File: config.mk
export PLATFORM = sky130hd
export DESIGN_NAME = msrv32_imm_encoder_flat
export DESIGN_NICKNAME = d
export VERILOG_FILES = /design/src/rtl/msrv32_pkg.sv /design/src/rtl/msrv32_imm_encoder_if.sv /design/src/rtl/msrv32_imm_field_pack.sv /design/src/rtl/msrv32_imm_encoder.sv /design/src/flat_wrapper.sv
export SDC_FILE = /design/constraint.sdc
export NUM_CORES = 1
export LEC_CHECK = 0
export ABC_AREA = 1
export ABC_CLOCK_PERIOD_IN_PS = 1600
export CAP_MARGIN = 20
export CORE_ASPECT_RATIO = 1.2
export CORE_UTILIZATION = 50
export DETAILED_ROUTE_END_ITERATION = 12
export MAX_ROUTING_LAYER = met4
export PLACE_DENSITY = 0.81
export SLEW_MARGIN = 30
export SYNTH_ARGS = -nofsm -noshare
export SYNTH_HDL_FRONTEND = slang
export SYNTH_SLANG_ARGS = --single-unit
File: constraint.sdc
create_clock -name clk_in -period 1.6 [get_ports clk_in]
set_input_delay 0.32 -clock clk_in [delete_from_list [all_inputs] [get_ports clk_in]]
set_output_delay 0.32 -clock clk_in [all_outputs]
set_load 0.1 [all_outputs]
File: src/rtl/msrv32_pkg.sv
// Shared definitions for the immediate encoder: type codes, field masks and
// the packed result of the field packer.
package msrv32_pkg;

  // Immediate type codes, same encoding as the immediate generator.
  // Codes 3'b001 and 3'b111 also decode as I-type.
  localparam logic [2:0] IMM_I   = 3'b000;
  localparam logic [2:0] IMM_S   = 3'b010;
  localparam logic [2:0] IMM_B   = 3'b011;
  localparam logic [2:0] IMM_U   = 3'b100;
  localparam logic [2:0] IMM_J   = 3'b101;
  localparam logic [2:0] IMM_CSR = 3'b110;

  // Instruction bits occupied by each type's immediate fields.
  localparam logic [31:0] MASK_I   = 32'hFFF0_0000;
  localparam logic [31:0] MASK_S   = 32'hFE00_0F80;
  localparam logic [31:0] MASK_B   = 32'hFE00_0F80;
  localparam logic [31:0] MASK_U   = 32'hFFFF_F000;
  localparam logic [31:0] MASK_J   = 32'hFFFF_F000;
  localparam logic [31:0] MASK_CSR = 32'h000F_8000;

  typedef struct packed {
    logic [31:0] bits;     // immediate bits placed in instruction positions
    logic [31:0] mask;     // instruction bits owned by the immediate
    logic        illegal;  // immediate not representable in this type
  } field_pack_t;

endpackage

File: src/rtl/msrv32_imm_encoder_if.sv
// Request/response bundle for the immediate encoder.
interface msrv32_imm_encoder_if #(
  parameter int unsigned ERR_CNT_W = 16
);
  logic                 in_valid_in;
  logic                 in_ready_out;
  logic [31:0]          imm_in;
  logic [2:0]           imm_type_in;
  logic [31:0]          base_instr_in;
  logic                 out_valid_out;
  logic                 out_ready_in;
  logic [31:0]          instr_out;
  logic                 err_out;
  logic [ERR_CNT_W-1:0] err_cnt_out;

  modport master (
    output in_valid_in, imm_in, imm_type_in, base_instr_in, out_ready_in,
    input  in_ready_out, out_valid_out, instr_out, err_out, err_cnt_out
  );

  modport slave (
    input  in_valid_in, imm_in, imm_type_in, base_instr_in, out_ready_in,
    output in_ready_out, out_valid_out, instr_out, err_out, err_cnt_out
  );
endinterface

File: src/rtl/msrv32_imm_field_pack.sv
// Combinational map from (immediate, type) to instruction field bits, the
// field mask and a representability flag.
module msrv32_imm_field_pack
  import msrv32_pkg::*;
(
  input  logic [31:0] imm_i,
  input  logic [2:0]  imm_type_i,
  output field_pack_t pack_o
);

  logic [31:0] bits;
  logic [31:0] mask;
  logic        illegal;

  // Scatter immediate bits into the type's fields and range-check the value.
  always_comb begin
    bits    = '0;
    mask    = '0;
    illegal = 1'b0;
    case (imm_type_i)
      IMM_S: begin
        mask    = MASK_S;
        illegal = !((&imm_i[31:11]) | ~(|imm_i[31:11]));
        bits    = {imm_i[11:5], 13'b0, imm_i[4:0], 7'b0};
      end
      IMM_B: begin
        mask    = MASK_B;
        illegal = !((&imm_i[31:12]) | ~(|imm_i[31:12])) | imm_i[0];
        bits    = {imm_i[12], imm_i[10:5], 13'b0, imm_i[4:1], imm_i[11], 7'b0};
      end
      IMM_U: begin
        mask    = MASK_U;
        illegal = |imm_i[11:0];
        bits    = {imm_i[31:12], 12'b0};
      end
      IMM_J: begin
        mask    = MASK_J;
        illegal = !((&imm_i[31:20]) | ~(|imm_i[31:20])) | imm_i[0];
        bits    = {imm_i[20], imm_i[10:1], imm_i[11], imm_i[19:12], 12'b0};
      end
      IMM_CSR: begin
        mask    = MASK_CSR;
        illegal = |imm_i[31:5];
        bits    = {12'b0, imm_i[4:0], 15'b0};
      end
      default: begin
        // IMM_I and the two alias codes
        mask    = MASK_I;
        illegal = !((&imm_i[31:11]) | ~(|imm_i[31:11]));
        bits    = {imm_i[11:0], 20'b0};
      end
    endcase
    if (illegal) begin
      bits = '0;
    end
  end

  assign pack_o = '{bits: bits, mask: mask, illegal: illegal};

endmodule

File: src/rtl/msrv32_imm_encoder.sv
// Two-stage valid/ready immediate encoder: stage 1 masks the base word and
// registers the packed fields, stage 2 merges them into the output word.
module msrv32_imm_encoder
  import msrv32_pkg::*;
#(
  parameter int unsigned ERR_CNT_W = 16
) (
  input logic                clk_in,
  input logic                rst_n_in,
  msrv32_imm_encoder_if.slave bus
);

  field_pack_t pack;

  logic                 s1_valid_q;
  logic [31:0]          s1_base_q;
  logic [31:0]          s1_bits_q;
  logic                 s1_err_q;
  logic                 s2_valid_q;
  logic [31:0]          s2_instr_q;
  logic                 s2_err_q;
  logic [ERR_CNT_W-1:0] err_cnt_q;
  logic [ERR_CNT_W-1:0] err_cnt_d;
  logic                 s1_adv;
  logic                 s2_adv;

  msrv32_imm_field_pack u_pack (
    .imm_i      (bus.imm_in),
    .imm_type_i (bus.imm_type_in),
    .pack_o     (pack)
  );

  assign s2_adv           = !s2_valid_q | bus.out_ready_in;
  assign s1_adv           = !s1_valid_q | s2_adv;
  assign bus.in_ready_out = s1_adv;

  // Stage 1: capture the masked base, packed fields and range verdict.
  always_ff @(posedge clk_in or negedge rst_n_in) begin
    if (!rst_n_in) begin
      s1_valid_q <= 1'b0;
      s1_base_q  <= '0;
      s1_bits_q  <= '0;
      s1_err_q   <= 1'b0;
    end else if (s1_adv) begin
      s1_valid_q <= bus.in_valid_in;
      if (bus.in_valid_in) begin
        s1_base_q <= bus.base_instr_in & ~pack.mask;
        s1_bits_q <= pack.bits;
        s1_err_q  <= pack.illegal;
      end
    end
  end

  // Stage 2: merge fields into the base; held while the consumer stalls.
  always_ff @(posedge clk_in or negedge rst_n_in) begin
    if (!rst_n_in) begin
      s2_valid_q <= 1'b0;
      s2_instr_q <= '0;
      s2_err_q   <= 1'b0;
    end else if (s2_adv) begin
      s2_valid_q <= s1_valid_q;
      if (s1_valid_q) begin
        s2_instr_q <= s1_base_q | s1_bits_q;
        s2_err_q   <= s1_err_q;
      end
    end
  end

  // Next error count: bump on an errored output transfer, stick at all-ones.
  always_comb begin
    err_cnt_d = err_cnt_q;
    if (s2_valid_q && bus.out_ready_in && s2_err_q && (err_cnt_q != '1)) begin
      err_cnt_d = err_cnt_q + 1'b1;
    end
  end

  // Error counter register.
  always_ff @(posedge clk_in or negedge rst_n_in) begin
    if (!rst_n_in) begin
      err_cnt_q <= '0;
    end else begin
      err_cnt_q <= err_cnt_d;
    end
  end

  assign bus.out_valid_out = s2_valid_q;
  assign bus.instr_out     = s2_instr_q;
  assign bus.err_out       = s2_err_q;
  assign bus.err_cnt_out   = err_cnt_q;

endmodule

File: src/flat_wrapper.sv
// flat-port wrapper written by rule: the top's interface ports become plain ports
module msrv32_imm_encoder_flat import msrv32_pkg::*;
#(
  parameter int unsigned ERR_CNT_W = 16
)
  (clk_in, rst_n_in, bus_in_valid_in, bus_imm_in, bus_imm_type_in, bus_base_instr_in, bus_out_ready_in, bus_in_ready_out, bus_out_valid_out, bus_instr_out, bus_err_out, bus_err_cnt_out);
  msrv32_imm_encoder_if #(.ERR_CNT_W(ERR_CNT_W)) bus_i ();
  input logic clk_in;
  input logic rst_n_in;
  input wire logic [$bits(bus_i.in_valid_in)-1:0] bus_in_valid_in;
  input wire logic [$bits(bus_i.imm_in)-1:0] bus_imm_in;
  input wire logic [$bits(bus_i.imm_type_in)-1:0] bus_imm_type_in;
  input wire logic [$bits(bus_i.base_instr_in)-1:0] bus_base_instr_in;
  input wire logic [$bits(bus_i.out_ready_in)-1:0] bus_out_ready_in;
  output wire logic [$bits(bus_i.in_ready_out)-1:0] bus_in_ready_out;
  output wire logic [$bits(bus_i.out_valid_out)-1:0] bus_out_valid_out;
  output wire logic [$bits(bus_i.instr_out)-1:0] bus_instr_out;
  output wire logic [$bits(bus_i.err_out)-1:0] bus_err_out;
  output wire logic [$bits(bus_i.err_cnt_out)-1:0] bus_err_cnt_out;
  assign bus_i.in_valid_in = bus_in_valid_in;
  assign bus_i.imm_in = bus_imm_in;
  assign bus_i.imm_type_in = bus_imm_type_in;
  assign bus_i.base_instr_in = bus_base_instr_in;
  assign bus_i.out_ready_in = bus_out_ready_in;
  assign bus_in_ready_out = bus_i.in_ready_out;
  assign bus_out_valid_out = bus_i.out_valid_out;
  assign bus_instr_out = bus_i.instr_out;
  assign bus_err_out = bus_i.err_out;
  assign bus_err_cnt_out = bus_i.err_cnt_out;
  msrv32_imm_encoder #(.ERR_CNT_W(ERR_CNT_W)) u_core (.clk_in(clk_in), .rst_n_in(rst_n_in), .bus(bus_i));
endmodule
=== Yosys cells after proc, flatten, opt, wreduce, memory -nomap -nowiden ===
Cells that the tools add are included.
Widths: inputs -> output; s select.

* Register bits after elaboration: 116
* Input bits: 71
* Word-level logic and storage cells: 52

* Add/subtract/negate cells: 1
* Equal/unequal tests: 6
* Multiplexer cells: 4
* Bitwise logic cells: 13
* Reductions and logical operators: 20

{| class="wikitable"
|+ Operators by type and width
! kind !! number
|-
| $pmux 32 s5 || 1
|-
| $pmux 32 s3 || 1
|-
| $and 32x32->32 || 1
|-
| $mux 32 || 1
|-
| $not 32->32 || 1
|-
| $or 32x32->32 || 1
|-
| $reduce_or 27->1 || 1
|-
| $reduce_or 12->1 || 2
|-
| $reduce_and 21->1 || 1
|-
| $reduce_or 21->1 || 1
|-
| $reduce_and 20->1 || 1
|-
| $reduce_or 20->1 || 1
|-
| $add 16x1->16 const B || 1
|-
| $ne 16x16->1 const B || 1
|-
| $reduce_and 12->1 || 1
|-
| $eq 3x3->1 const B || 3
|-
| $or 1x1->1 || 7
|-
| $eq 3x2->1 const B || 2
|-
| $logic_not 1->1 || 5
|-
| $pmux 1 s4 || 1
|-
| $reduce_and 2->1 || 2
|-
| $reduce_or 2->1 || 2
|-
| $logic_and 1x1->1 || 3
|-
| $not 1->1 || 3
|}

=== Longest topological paths before layout ===
* Depth in word-level cells: 7
* Mapped depth: 12

=== By module ===
Synthesis repeated with hierarchy kept, for this count alone.

* Cell total of the unflattened synthesis: 793
* Area total of the unflattened synthesis: 6195.9 um^2

{| class="wikitable"
|+ Modules (own cells, without submodules)
! module !! times used !! cells an instance !! area an instance (um^2)
|-
| msrv32_imm_encoder || 1 || 564 || 4919.7
|-
| msrv32_imm_field_pack || 1 || 229 || 1276.2
|}

=== Worst setup path after synthesis ===
Ideal clock, no wire load.

* Path type: register to register
* Start: register u_core.s2_valid_q (netlist: u_core.bus.out_valid_out)
* End: register u_core.s1_base_q[31]
* Arrival: 2.988 ns
* Data required time: 1.464 ns
* Setup slack: -1.524 ns
* Cell stages (with the launch flop): 6
* Path buffers: 2
* Path through: dfrtp_1 > nand3_1 > nand2_1 > clkbuf_1 > clkbuf_1 > o21ai_0

* Longest elaborated chain between the ends: 4

{| class="wikitable"
|+ Ends and longest elaborated chain
! element !! line !! RTL
|-
| start, declared || msrv32_imm_encoder.sv:19 || <nowiki>logic s2_valid_q;</nowiki>
|-
| start signal, assigned || msrv32_imm_encoder.sv:61 || <nowiki>s2_valid_q <= s1_valid_q;</nowiki>
|-
| $logic_not 1->1 || msrv32_imm_encoder.sv:33 || <nowiki>assign s2_adv = !s2_valid_q | bus.out_ready_in;</nowiki>
|-
| $or 1x1->1 || msrv32_imm_encoder.sv:33 ||
|-
| $or 1x1->1 || msrv32_imm_encoder.sv:34 || <nowiki>assign s1_adv = !s1_valid_q | s2_adv;</nowiki>
|-
| net bus_in_ready_out || flat_wrapper.sv:15 || <nowiki>output wire logic [$bits(bus_i.in_ready_out)-1:0] bus_in_ready_out;</nowiki>
|-
| $reduce_and 2->1 (no source line) || -- ||
|-
| end signal, assigned || msrv32_imm_encoder.sv:47 || <nowiki>s1_base_q <= bus.base_instr_in & ~pack.mask;</nowiki>
|-
| end, declared || msrv32_imm_encoder.sv:16 || <nowiki>logic [31:0] s1_base_q;</nowiki>
|}

The timed path passes the listed nets, and every way through them passes these cells.
A chain may end at the register's enable or synchronous reset.

=== Worst setup path in the final report ===
* Start: register u_core.err_cnt_q[0] (netlist: u_core.bus.err_cnt_out[0])
* End: register u_core.err_cnt_q[13] (netlist: u_core.bus.err_cnt_out[13])

* Longest elaborated chain between the ends: 2
* Elaborated cells on any way between the ends: 3
* Those cells by class: add/sub (1); eq/ne (1); reduce/logical (1)

{| class="wikitable"
|+ Ends and longest elaborated chain
! element !! line !! RTL
|-
| start, declared || msrv32_imm_encoder.sv:22 || <nowiki>logic [ERR_CNT_W-1:0] err_cnt_q;</nowiki>
|-
| start signal, assigned || msrv32_imm_encoder.sv:82 || <nowiki>err_cnt_q <= err_cnt_d;</nowiki>
|-
| parallel branches: the longest is 2 deep, another holds $add 16x1->16 || -- ||
|}

Parallel ways; which one is timed is not known.

==> reports/metrics.yaml <==
grt_pass1_vias: 5096
cp_max_fo: 5
cts_max_level: 3
clk_latency_ns: 0.35
nFillCells: 567
clock-root-buffer: "clkbuf_16"
port_buffers: 121
die_height_um: 111
grt_max_degree: 44
cts.clk_slew.worst_paths_ns: 0.07
syn_to_final_growth_pct: 59.0
sw_frac_of_total_pct: 43.6
die_x_um: 92.9
syn_area_mm2: 0.00496
p_clk_share_pct: 18.9
vias: 4989
tightest_slew_ns: 0.361
violations: "setup timing"
wire_per_inst_um: 16.9
start_util_pct: 51.8
crit_path_end_kind: "flip-flop"
grt_antenna_before_repair: 0
globalplace.congestion: 0.968
drt-initial-drc-count: 333
synthTopCellsByArea: "dfrtp_1 55%, nand2_1 14%, o21ai_0 6.6%"
viasPerCell: 5.46
maxSlewHeadroom_pct: 75.9
final_antenna_net_count: 0
layout.cells.most_common: "nand2_1"
arrival_ns: 1.84
worstPathCellList: "ha_4 > nand3_4 > nor2_4 > nand3_2 > nand2_4 > nor2_4 > nand2_2 > buf_4 > xor2_1"
internal_power_mw: 6.26
leakage_nw: 3.68
nets: 858
fmaxAchievable_mhz: 622
numCtsBuffers: 9
wl_um: 15400
p_switching_mw: 4.85
synth_compound_area_share_pct: 12.9
synth_top_family_by_area: "simple AND/OR/NAND/NOR gates"
setup_slack_ns: -0.00774
syn-num-nets: 676
outcome: "finished with violations"
syn_area_per_cell_um2: 8.21
antenna_cells: 0
period_minus_slack_ns: 1.61
layout-drive-gt1-share_pct: 29.7
place_inst: 878
hold_path_class: "in -> reg"
clock_path_buffers: 2
hold_viol: 0
final_cells: 914
path_class: "reg -> reg"
synthAdderAreaFrac_pct: 0.252
yosysTopAreaCell: "dfrtp_1"
slowest_delay_ns: 0.52
synthMuxAreaShare_pct: 0
finalCritPeriodShare_pct: 100
synth_top_area_share_pct: 55.0
maxCapViolations: 0
synth_cell_types: 31
place_ws_ns: -0.558
rows: 39
tns_ns: -0.00774
cts_tree: "yes"
setup-violations-final: 1
gr-total-overflow: 0
clkSinkCount: 109
ir_worst_vdd_mv: 0.918
ys_seq_area_share_pct: 55.0
final-max-slew-violation-count: 0
place.detailed.hpwl_um: 11000
design.core.area_mm2: 0.00956
start_kind: "flip-flop"
dieArea_mm2: 0.0103
p_seq_share_pct: 33.7
yosys.area_share.simple_pct: 24.0
crit_path_top_delay_cell: "dfrtp_4"
ys_seq_elements: 109
drc: 0
layout_common_cells: "175 x nand2_1, 91 x dfrtp_1, 64 x buf_4, 55 x buf_12, 51 x nor2_1"
synth_cells: 604
ioPinCount: 122
rsz0062_at_grt: "true"
fin_skew_ns: 0.0107
ys_warn_count: 0
crit_top_cell: "nor2_4"
crit_required_ns: 1.83
grt_first_pass_wirelength_um: 24900
grt_usage_pct: 32.3
p_per_area_mw_per_mm2: 1410
comb_power_share_pct: 47.4
synthXorXnorAreaFrac_pct: 2.47
first_pass_iters: 5
## registers in the layout, indices dropped and copies added, names as in the netlist
register,count
u_core.bus.out_valid_out,1
u_core.bus.err_cnt_out,16
u_core.s1_base_q,32
u_core.s1_err_q,1
u_core.s1_bits_q,25
u_core.bus.err_out,1
u_core.s1_valid_q,1
u_core.bus.instr_out,32
## worst max-delay path, delay by kind of cell, from the launching register on
family / cells / cell delay (ns)
simple gates: 6 / 0.51
flops: 1 / 0.52
buf+inv: 1 / 0.13
xor+xnor: 1 / 0.14
fa+ha+maj: 1 / 0.20
## synthesized netlist by cell type
cell type	count
inv_2	4
nand3_1	27
o211ai_1	1
o221ai_1	1
xor2_1	11
xnor2_1	3
nor4_1	1
clkbuf_1	15
nand3_2	1
a31oi_1	3
a22oi_1	6
nand2_1	184
nor2_1	72
nand3b_1	1
o22ai_1	1
dfrtp_1	109
buf_4	1
a32oi_1	4
nand4_1	4
nand2_2	2
o21ai_1	13
clkinv_1	1
nor2_4	1
a32o_1	5
nor3_1	4
ha_1	1
o21ai_0	65
a21oi_1	15
buf_2	4
buf_1	1
inv_1	43
## per-stage QoR
stage / instance area (µm²) / util, % / hold slack [ns] / power (mW)
2_1_floorplan: 5170 / - / 0.0244 / 6.63
3_3_place_gp: 7290 / 76.3 / 0.220 / 8.67
3_5_place_dp: 7290 / 76.3 / 0.225 / 8.81
4_1_cts: 7770 / 81.3 / 0.401 / 11.0
5_1_grt: 7880 / 82.4 / 0.273 / 11.5
6_report: 7880 / 82.4 / 0.245 / 11.1
## cells by family after synthesis
logic type               Yosys count
AO/OA/AOI/OAI                    114
buffers and inverters             69
flip-flops                       109
AND/OR/NAND/NOR                  297
XOR/XNOR                          14
adder cells (fa/ha/maj)            1
## repair_timing
action / CTS / global route
pin swaps: 26 / 34
hold endpoints to repair: 16 / 0
gates resized for setup: 66 / 61
hold buffers: 1 / 0
endpoints found under the setup margin: 36 / 38
setup buffers: 11 / 6
gates cloned: 2 / 0
## final cells by class
cell class | instances | area (µm²) | share of cell area, %
multi-input cells | 426 | 2240 | 28.5
clock inverters | 5 | 33.8 | 0.429
flip-flops and latches | 109 | 2770 | 35.1
clock buffers | 11 | 243 | 3.08
well taps | 123 | 154 | 1.95
repair buffers | 192 | 2260 | 28.7
inverters | 48 | 180 | 2.29
## metal layers
layer / wire length [µm] / global-route usage [%]
met1: 6000 / 38.4
met2: 8230 / 55.3
met3: 701 / 2.81
met4: 512 / 14.4
met5: 0 / -
## power by group through the flow
stage          Sequential [mW]  Combinational, mW  Clock (mW)
6_report                  3.75               5.27        2.10
5_1_grt                   3.80               5.48        2.21
4_1_cts                   3.72               5.19        2.11
3_5_place_dp              3.79               5.01           0
3_3_place_gp              3.76               4.91           0
2_1_floorplan             5.82              0.810           0
## path summary, 6_finish.rpt
check	from	to	slack, ns	cells past startpoint
min in group asynchronous	rst_n_in	u_core.bus.err_cnt_out[0]$_DFFE_PN0P_	0.40	2
worst min register to register	u_core.s1_base_q[5]$_DFFE_PN0P_	u_core.bus.instr_out[5]$_DFFE_PN0P_	0.48	2
worst max register to register	u_core.bus.err_cnt_out[0]$_DFFE_PN0P_	u_core.bus.err_cnt_out[13]$_DFFE_PN0P_	-0.008	9
worst min-delay path	bus_imm_in[13]	u_core.s1_bits_q[13]$_DFFE_PN0P_	0.25	3
max in group asynchronous	rst_n_in	u_core.bus.instr_out[12]$_DFFE_PN0P_	0.67	3
worst max-delay path	u_core.bus.err_cnt_out[0]$_DFFE_PN0P_	u_core.bus.err_cnt_out[13]$_DFFE_PN0P_	-0.008	9
(Power assumes the default switching activity.)
